**config.mk**
```make
export PLATFORM = sky130hd
export DESIGN_NAME = mb_crc3_rx
export DESIGN_NICKNAME = d
export VERILOG_FILES = /design/src/rtl/mb_crc3_pkg.sv /design/src/rtl/mb_crc3_lfsr.sv /design/src/rtl/mb_crc3_rx.sv
export SDC_FILE = /design/constraint.sdc
export NUM_CORES = 1
export LEC_CHECK = 0
export BUFFER_PORTS_ARGS = -buffer_cell sky130_fd_sc_hd__buf_2
export CAP_MARGIN = 20
export CORE_ASPECT_RATIO = 0.8
export CORE_MARGIN = 2
export CORE_UTILIZATION = 50
export CTS_CLUSTER_DIAMETER = 100
export DETAILED_ROUTE_END_ITERATION = 8
export PLACE_DENSITY = 0.75
export SYNTH_ARGS = -nofsm -noshare
export SYNTH_HDL_FRONTEND = slang
export SYNTH_SLANG_ARGS = --single-unit
export TNS_END_PERCENT = 5
```
**constraint.sdc**
```tcl
create_clock -name GCLK -period 1.7 [get_ports GCLK]
set_input_delay 0.085 -clock GCLK [delete_from_list [all_inputs] [get_ports GCLK]]
set_output_delay 0.085 -clock GCLK [all_outputs]
set_load 0.05 [all_outputs]
```
**src/rtl/mb_crc3_pkg.sv**
```systemverilog
// Shared definitions for the CRC-3 byte link: FSM encoding, frame geometry
// and the single-bit CRC step used by generator, checker and receiver.
package mb_crc3_pkg;

  typedef enum logic [1:0] {
    ST_IDLE = 2'd0,
    ST_DATA = 2'd1,
    ST_CRC  = 2'd2,
    ST_STOP = 2'd3
  } rx_state_t;

  localparam int              CRC_W        = 3;
  localparam int              DATA_W       = 8;
  localparam int              FRAME_BITS   = 13;
  localparam logic [CRC_W-1:0] POLY_DEFAULT = 3'b011;

  // One serial LFSR step; the x^3 term is implicit in the shift-out of crc[2].
  function automatic logic [CRC_W-1:0] crc3_step(input logic [CRC_W-1:0] crc,
                                                 input logic             b,
                                                 input logic [CRC_W-1:0] poly);
    logic fb;
    fb = crc[CRC_W-1] ^ b;
    return {crc[CRC_W-2:0], 1'b0} ^ ({CRC_W{fb}} & poly);
  endfunction

endpackage

```
**src/rtl/mb_crc3_lfsr.sv**
```systemverilog
// Serial CRC-3 LFSR with synchronous clear and shift enable; clear wins.
import mb_crc3_pkg::*;

module mb_crc3_lfsr #(
  parameter logic [CRC_W-1:0] POLY = POLY_DEFAULT
) (
  input  logic             clk,
  input  logic             rst_n,
  input  logic             clr,
  input  logic             en,
  input  logic             din,
  output logic [CRC_W-1:0] crc
);

  always_ff @(posedge clk or negedge rst_n) begin
    if (!rst_n) begin
      crc <= '0;
    end else if (clr) begin
      crc <= '0;
    end else if (en) begin
      crc <= crc3_step(crc, din, POLY);
    end
  end

endmodule

```
**src/rtl/mb_crc3_rx.sv**
```systemverilog
// CRC-3 link receiver: frames start/8 data/3 CRC/stop, deserializes the byte
// and reports CRC and framing errors plus a saturating bad-frame count.
import mb_crc3_pkg::*;

module mb_crc3_rx #(
  parameter int               DATA_BITS = DATA_W,
  parameter logic [CRC_W-1:0] POLY      = POLY_DEFAULT
) (
  input  logic                 GCLK,
  input  logic                 Clear_bar,
  input  logic                 Serial_In,
  output logic [DATA_BITS-1:0] Data_Out,
  output logic                 Valid,
  output logic                 ErrorOut,
  output logic                 Frame_Err,
  output logic [7:0]           Err_Cnt,
  output logic [1:0]           dbg_state
);

  // Valid is a one-cycle strobe with no ready: the link cannot be stalled,
  // so the consumer must take Data_Out/flags in the cycle Valid is high.

  rx_state_t              state;
  logic [2:0]             bit_cnt;
  logic [DATA_BITS-1:0]   shreg;
  logic [CRC_W-1:0]       crc;
  logic                   lfsr_clr;
  logic                   lfsr_en;

  assign lfsr_clr  = (state == ST_IDLE) && !Serial_In;
  assign lfsr_en   = (state == ST_DATA) || (state == ST_CRC);
  assign dbg_state = state;

  mb_crc3_lfsr #(.POLY(POLY)) u_lfsr (
    .clk   (GCLK),
    .rst_n (Clear_bar),
    .clr   (lfsr_clr),
    .en    (lfsr_en),
    .din   (Serial_In),
    .crc   (crc)
  );

  always_ff @(posedge GCLK or negedge Clear_bar) begin
    if (!Clear_bar) begin
      state     <= ST_IDLE;
      bit_cnt   <= '0;
      shreg     <= '0;
      Data_Out  <= '0;
      Valid     <= 1'b0;
      ErrorOut  <= 1'b0;
      Frame_Err <= 1'b0;
      Err_Cnt   <= '0;
    end else begin
      Valid <= 1'b0;
      case (state)
        ST_IDLE: begin
          if (!Serial_In) begin
            bit_cnt <= '0;
            state   <= ST_DATA;
          end
        end
        ST_DATA: begin
          shreg <= {shreg[DATA_BITS-2:0], Serial_In};
          if (bit_cnt == 3'(DATA_BITS - 1)) begin
            bit_cnt <= '0;
            state   <= ST_CRC;
          end else begin
            bit_cnt <= bit_cnt + 3'd1;
          end
        end
        ST_CRC: begin
          if (bit_cnt == 3'(CRC_W - 1)) begin
            bit_cnt <= '0;
            state   <= ST_STOP;
          end else begin
            bit_cnt <= bit_cnt + 3'd1;
          end
        end
        ST_STOP: begin
          Data_Out  <= shreg;
          ErrorOut  <= |crc;
          Frame_Err <= ~Serial_In;
          Valid     <= 1'b1;
          if (((|crc) || !Serial_In) && (Err_Cnt != 8'hFF)) begin
            Err_Cnt <= Err_Cnt + 8'd1;
          end
          state <= ST_IDLE;
        end
        default: state <= ST_IDLE;
      endcase
    end
  end

endmodule

```
* Word-level counts from Yosys, hierarchy flattened *
Cells that the tools add are included.

cells by class
  add/sub/neg operators = 2
  multiplexer cells = 11
  reduce and logical (&&, ||, !) cells = 12
  bitwise logic cells = 3
  equal/unequal tests = 9

operator list
  cell                   number
  $mux W3                5
  $pmux W3 S3            1
  $add A8 B1 Y8 const B  1
  $ne A8 B8 Y1 const B   1
  $pmux W2 S4            1
  $mux W2                3
  $eq A2 B2 Y1 const B   2
  $ne A2 B1 Y1 const B   2
  $reduce_and A2 Y1      2
  $add A3 B1 Y3 const B  1
  $eq A3 B2 Y1 const B   1
  $eq A3 B3 Y1 const B   1
  $reduce_and A3 Y1      1
  $reduce_bool A3 Y1     1
  $reduce_or A3 Y1       1
  $xor A3 B2 Y3          1
  $eq A2 B1 Y1 const B   1
  $logic_and A1 B1 Y1    2
  $logic_not A2 Y1       1
  $logic_or A1 B1 Y1     2
  $ne A2 B2 Y1 const B   1
  $reduce_bool A2 Y1     1
  $logic_not A1 Y1       1
  $mux W1                1
  2 further kinds        2

storage, ports and cells
  logic and storage cells = 46
  output and inout port bits = 21
  register bits after elaboration = 35

* Logic depth before layout (Yosys ltp) *
  word-level depth = 4
  mapped depth = 5

* By module *
A second synthesis with hierarchy kept.

second synthesis, totals
  cells, all modules = 127
  area total of the unflattened synthesis = 1610.3 um2

by module, submodules not included
  module        cells each  instances  area an instance (um2)  sequential area each (um2)
  mb_crc3_rx    113         1          1470.2                  800.8
  mb_crc3_lfsr  14          1          140.1                   75.1

* Worst setup path after synthesis *
Ideal clock, no wire load.

  kind = register to register
  start point = reg state[0] (netlist: dbg_state[0])
  end point = reg state[1] (netlist: dbg_state[1])
  buffers on the path = 0
  clock period less this slack = 2.033 ns
  required time = 1.575 ns
  setup time = 0.125 ns
  data arrival time = 1.908 ns
  setup slack = -0.333 ns
  cell stages (with the launch flop) = 6
  cells stage by stage = dfrtp_1 > inv_1 > ha_1 > a21boi_0 > a221oi_1 > mux2_2

on the way
  word-level cells in the longest chain between the ends = 3
  elaborated cells between the ends (all ways) = 9

ends and longest elaborated chain
  element                                                        line              RTL
  from (decl)                                                    mb_crc3_rx.sv:23  rx_state_t state;
  from (signal assigned)                                         mb_crc3_rx.sv:45  state <= ST_IDLE;
  from (signal assigned)                                         mb_crc3_rx.sv:59  state <= ST_DATA;
  from (signal assigned)                                         mb_crc3_rx.sv:66  state <= ST_CRC;
  $eq A2 B2 Y1 (tied with other cells)                           mb_crc3_rx.sv:55  case (state)
  $ne A2 B1 Y1 (no source line) or $ne A2 B2 Y1 (tied branches)  -
  $reduce_and A3 Y1 (no source line)                             -

Parallel ways exist; a longest one is shown, timed or not.
A chain may end at the register's enable or synchronous reset.

* Worst setup path after layout *
  start point = reg bit_cnt[0]
  end point = reg state[1] (netlist: dbg_state[1])

on the way
  word-level cells in the longest chain between the ends = 3
  elaborated cells between the ends (all ways) = 5

ends and longest elaborated chain
  element                                       line                                RTL
  from (decl)                                   mb_crc3_rx.sv:24                    logic [2:0] bit_cnt;
  from (signal assigned)                        mb_crc3_rx.sv:68                    bit_cnt <= bit_cnt + 3'd1;
  from (signal assigned)                        mb_crc3_rx.sv:76                    bit_cnt <= bit_cnt + 3'd1;
  $eq A3 B2 Y1 or $eq A3 B3 Y1 (tied branches)  mb_crc3_rx.sv:72, mb_crc3_rx.sv:64
  $ne A2 B1 Y1 (no source line)                 -
  $reduce_and A3 Y1 (no source line) *          -
  to (signal assigned)                          mb_crc3_rx.sv:74                    state <= ST_STOP;
  to (signal assigned)                          mb_crc3_rx.sv:87                    state <= ST_IDLE;
  to (signal assigned)                          mb_crc3_rx.sv:89                    default: state <= ST_IDLE;

Mark *: on every way between the ends. The rest lies on a longest branch, timed or not.

==> impl_metrics.csv <==
group,metric,value,unit
placement,hpwl,2.050,mm
clocking,insertion_delay,280,ps
global_routing,antenna_found_initial,0,
route,vias,1042,
clocking,cts_tree,"yes",
global_routing,grt_pass1_wl,4.919,mm
final_layout,final_common_cell,"dfrtp_1",
sta,max_slew_margin,48.30,%
final_layout,drive_above_1_share,39.74,%
setup_path,reg2reg_from,"bit_cnt[0]",
final_layout,syn_to_final_growth,17.59,%
global_routing,grt_remaining_overflow,0,
setup_path,cp.arrival,1750,ps
clocking,numCtsBuffers,5,
placement,io_buffers,23,
die,die-height,54.60,um
clocking,path_clk_slew,70,ps
setup_path,r2r_slack,110,ps
sta,slew_violations,0,
run_status,status,"finished clean",
clocking,ctsResizeCount,0,
global_routing,grt_start_max_net_pins,36,
final_layout,layout.nets,168,
setup_path,cp_slowest_cell,"dfrtp_1",
placement,place_congestion,0.8862,
clocking,clk_path_buf_depth,2,
clocking,htree_levels,2,
sta,fin_crit_sh,93.26,%
synth,avgSynthCellArea,12.91,sq um
global_routing,grtUsageTotal,18.54,%
synth,synth_cells,124,
setup_path,rr_endpoint,"dbg_state[1]",
setup_path,crit_family,"flip-flops",
worst_hold_path,min_path_cells,2,
route,via_per_inst,5.316,
sta,fmax,0.6307,GHz
setup_path,crit_buf_inv,1,
setup_path,cpPeakStageDelay,410,ps
route,wl_per_cell,14.49,um
worst_hold_path,hold_class,"input pin to flop",
die,core_area,0.003063,sq mm
sta,tns,0,ps
final_layout,fillerInstances,253,
synth,synth_cell_type_count,26,
setup_path,worstSetupPathType,"flop to flop",
worst_hold_path,min_from,"Serial_In",
route,drcViolationCount,0,
setup_path,critPathMaxFanout,3,
final_layout,final_cell_mix,"dfrtp_1, buf_2, mux2_2, ha_1, inv_1",
synth,yosysWarnings,0,
setup_path,crit_chain,"inv_1, ha_1, a21boi_0, a221oi_2, mux2_2",
sta,rsz0062_at_grt,"false",
die,ios,24,
sta,fin_crit,1585,ps
global_routing,grt_pass1_vias,1055,
route,dr.first_iter.drc_count,77,
sta,setup_viol,0,
route,routed_wl,2.840,mm
final_layout,post-route-util,61.44,%
clocking,clock-sinks,35,
flow_run,maxCapViolations,0,
die,dieWidth,67.25,um
synth,ys_seq_area_share,54.73,%
die,start_util,52.25,%
synth,synth_area,0.001600,sq mm
synth,synth_nets,137,
sta,tightest_slew,775.5,ps
setup_path,end_kind,"flop",
final_layout,diodes,0,
sta,fin_skew,5.399,ps
route,ant_nets,0,
route,drt-pass1-iter-count,4,
die,rows,18,
setup_path,reg2reg_depth,5,
clocking,clockRootBuffer,"clkbuf_8",
sta,finalHoldViolCount,0,
synth,ys_ff_latch,35,
die,die_area,0.003672,sq mm
setup_path,start_kind,"flop",
worst_hold_path,whs_endpoint,"shreg[0]",
setup_path,crit_required,1870,ps
[worst max-delay path by stage]
stage	start	endpoint	slack (ps)	cells past startpoint
2_1_floorplan	dbg_state[0]	dbg_state[1]	-20	5
3_3_place_gp	dbg_state[0]	dbg_state[1]	150	5
3_5_place_dp	bit_cnt[0]	dbg_state[1]	90	5
4_1_cts	bit_cnt[0]	dbg_state[1]	60	5
5_1_grt	bit_cnt[0]	dbg_state[1]	6	5
6_report	bit_cnt[0]	dbg_state[1]	110	5
[worst reg2reg max path, delay by kind of cell (launching register included)]
family / cells / cell delay (ps)
adders and majority gates: 1 / 190
muxes: 1 / 360
AOI/OAI and AO/OA: 2 / 400
buffers and inverters: 1 / 110
DFF: 1 / 410
[final cells by class]
type	instances	area (sq um)	share of cell area, %
Sequential cell	35	880.8	46.81
Multi-Input combinational cell	78	688.2	36.57
Timing Repair Buffer	27	147.6	7.846
Clock buffer	6	72.57	3.856
Tap cell	40	50.05	2.660
Inverter	8	30.03	1.596
Clock inverter	2	12.51	0.6649
[metrics by stage]
stage               instances  hold WS (ps)  cell area, sq um  setup WS (ps)
floorplan                 124        -210.6              1612         -18.30
global placement          186         192.6              1779          153.3
detailed placement        186         209.2              1779          85.39
CTS                       195         144.2              1874          59.96
global route              196         171.9              1882          5.898
finish                    196         149.4              1882          114.5
[state kept, by name (all words and copies together) (netlist names)]
signal      flops
Frame_Err       1
u_lfsr.crc      3
shreg           8
Err_Cnt         8
Data_Out        8
ErrorOut        1
Valid           1
bit_cnt         3
dbg_state       2
[cell families after synthesis]
group / count (synthesis) / synth area share (%)
buf+inv: 11 / 2.658
xor+xnor: 8 / 4.378
flops: 35 / 54.73
mux: 24 / 16.89
fa+ha+maj: 10 / 7.819
simple gates: 21 / 6.803
compound gates: 15 / 6.724
[layer usage]
metal	routed length, um	vias to the layer above	track usage, %
met5	0	-	0
met4	29	0	6.463
met3	120	4	4.938
li1	-	495	-
met1	1417	519	25.00
met2	1273	24	29.21
[synthesized netlist by cell type, drive strengths merged]
library cell / number / area share, %
clkbuf: 2 / 0.47
nor2: 5 / 1.2
o22ai: 2 / 0.78
nand3: 4 / 1.3
nand2: 4 / 0.94
a221oi: 2 / 1.1
nor4: 1 / 0.39
buf: 1 / 0.31
inv: 8 / 1.9
xor2: 4 / 2.2
a21boi: 1 / 0.47
dfrtp: 35 / 55
and3: 1 / 0.39
o211ai: 1 / 1.3
mux2i: 3 / 1.9
o2111ai: 1 / 0.55
mux2: 21 / 15
nor2b: 1 / 0.39
a21oi: 6 / 1.9
ha: 10 / 7.8
nand4: 2 / 0.78
xnor2: 4 / 2.2
nor3: 2 / 0.63
o21ai: 2 / 0.63
or4b: 1 / 0.86
[repair_timing]
action                                  in CTS  in global routing
endpoints found under the setup margin       0                  1
hold endpoints to repair                    35                  0
buffers inserted                             0                  1
hold buffers                                 1                  0
Power is left out: the tool's default activity adds up to more than one toggle a clock period on the data nets, which glitch-free logic cannot reach.
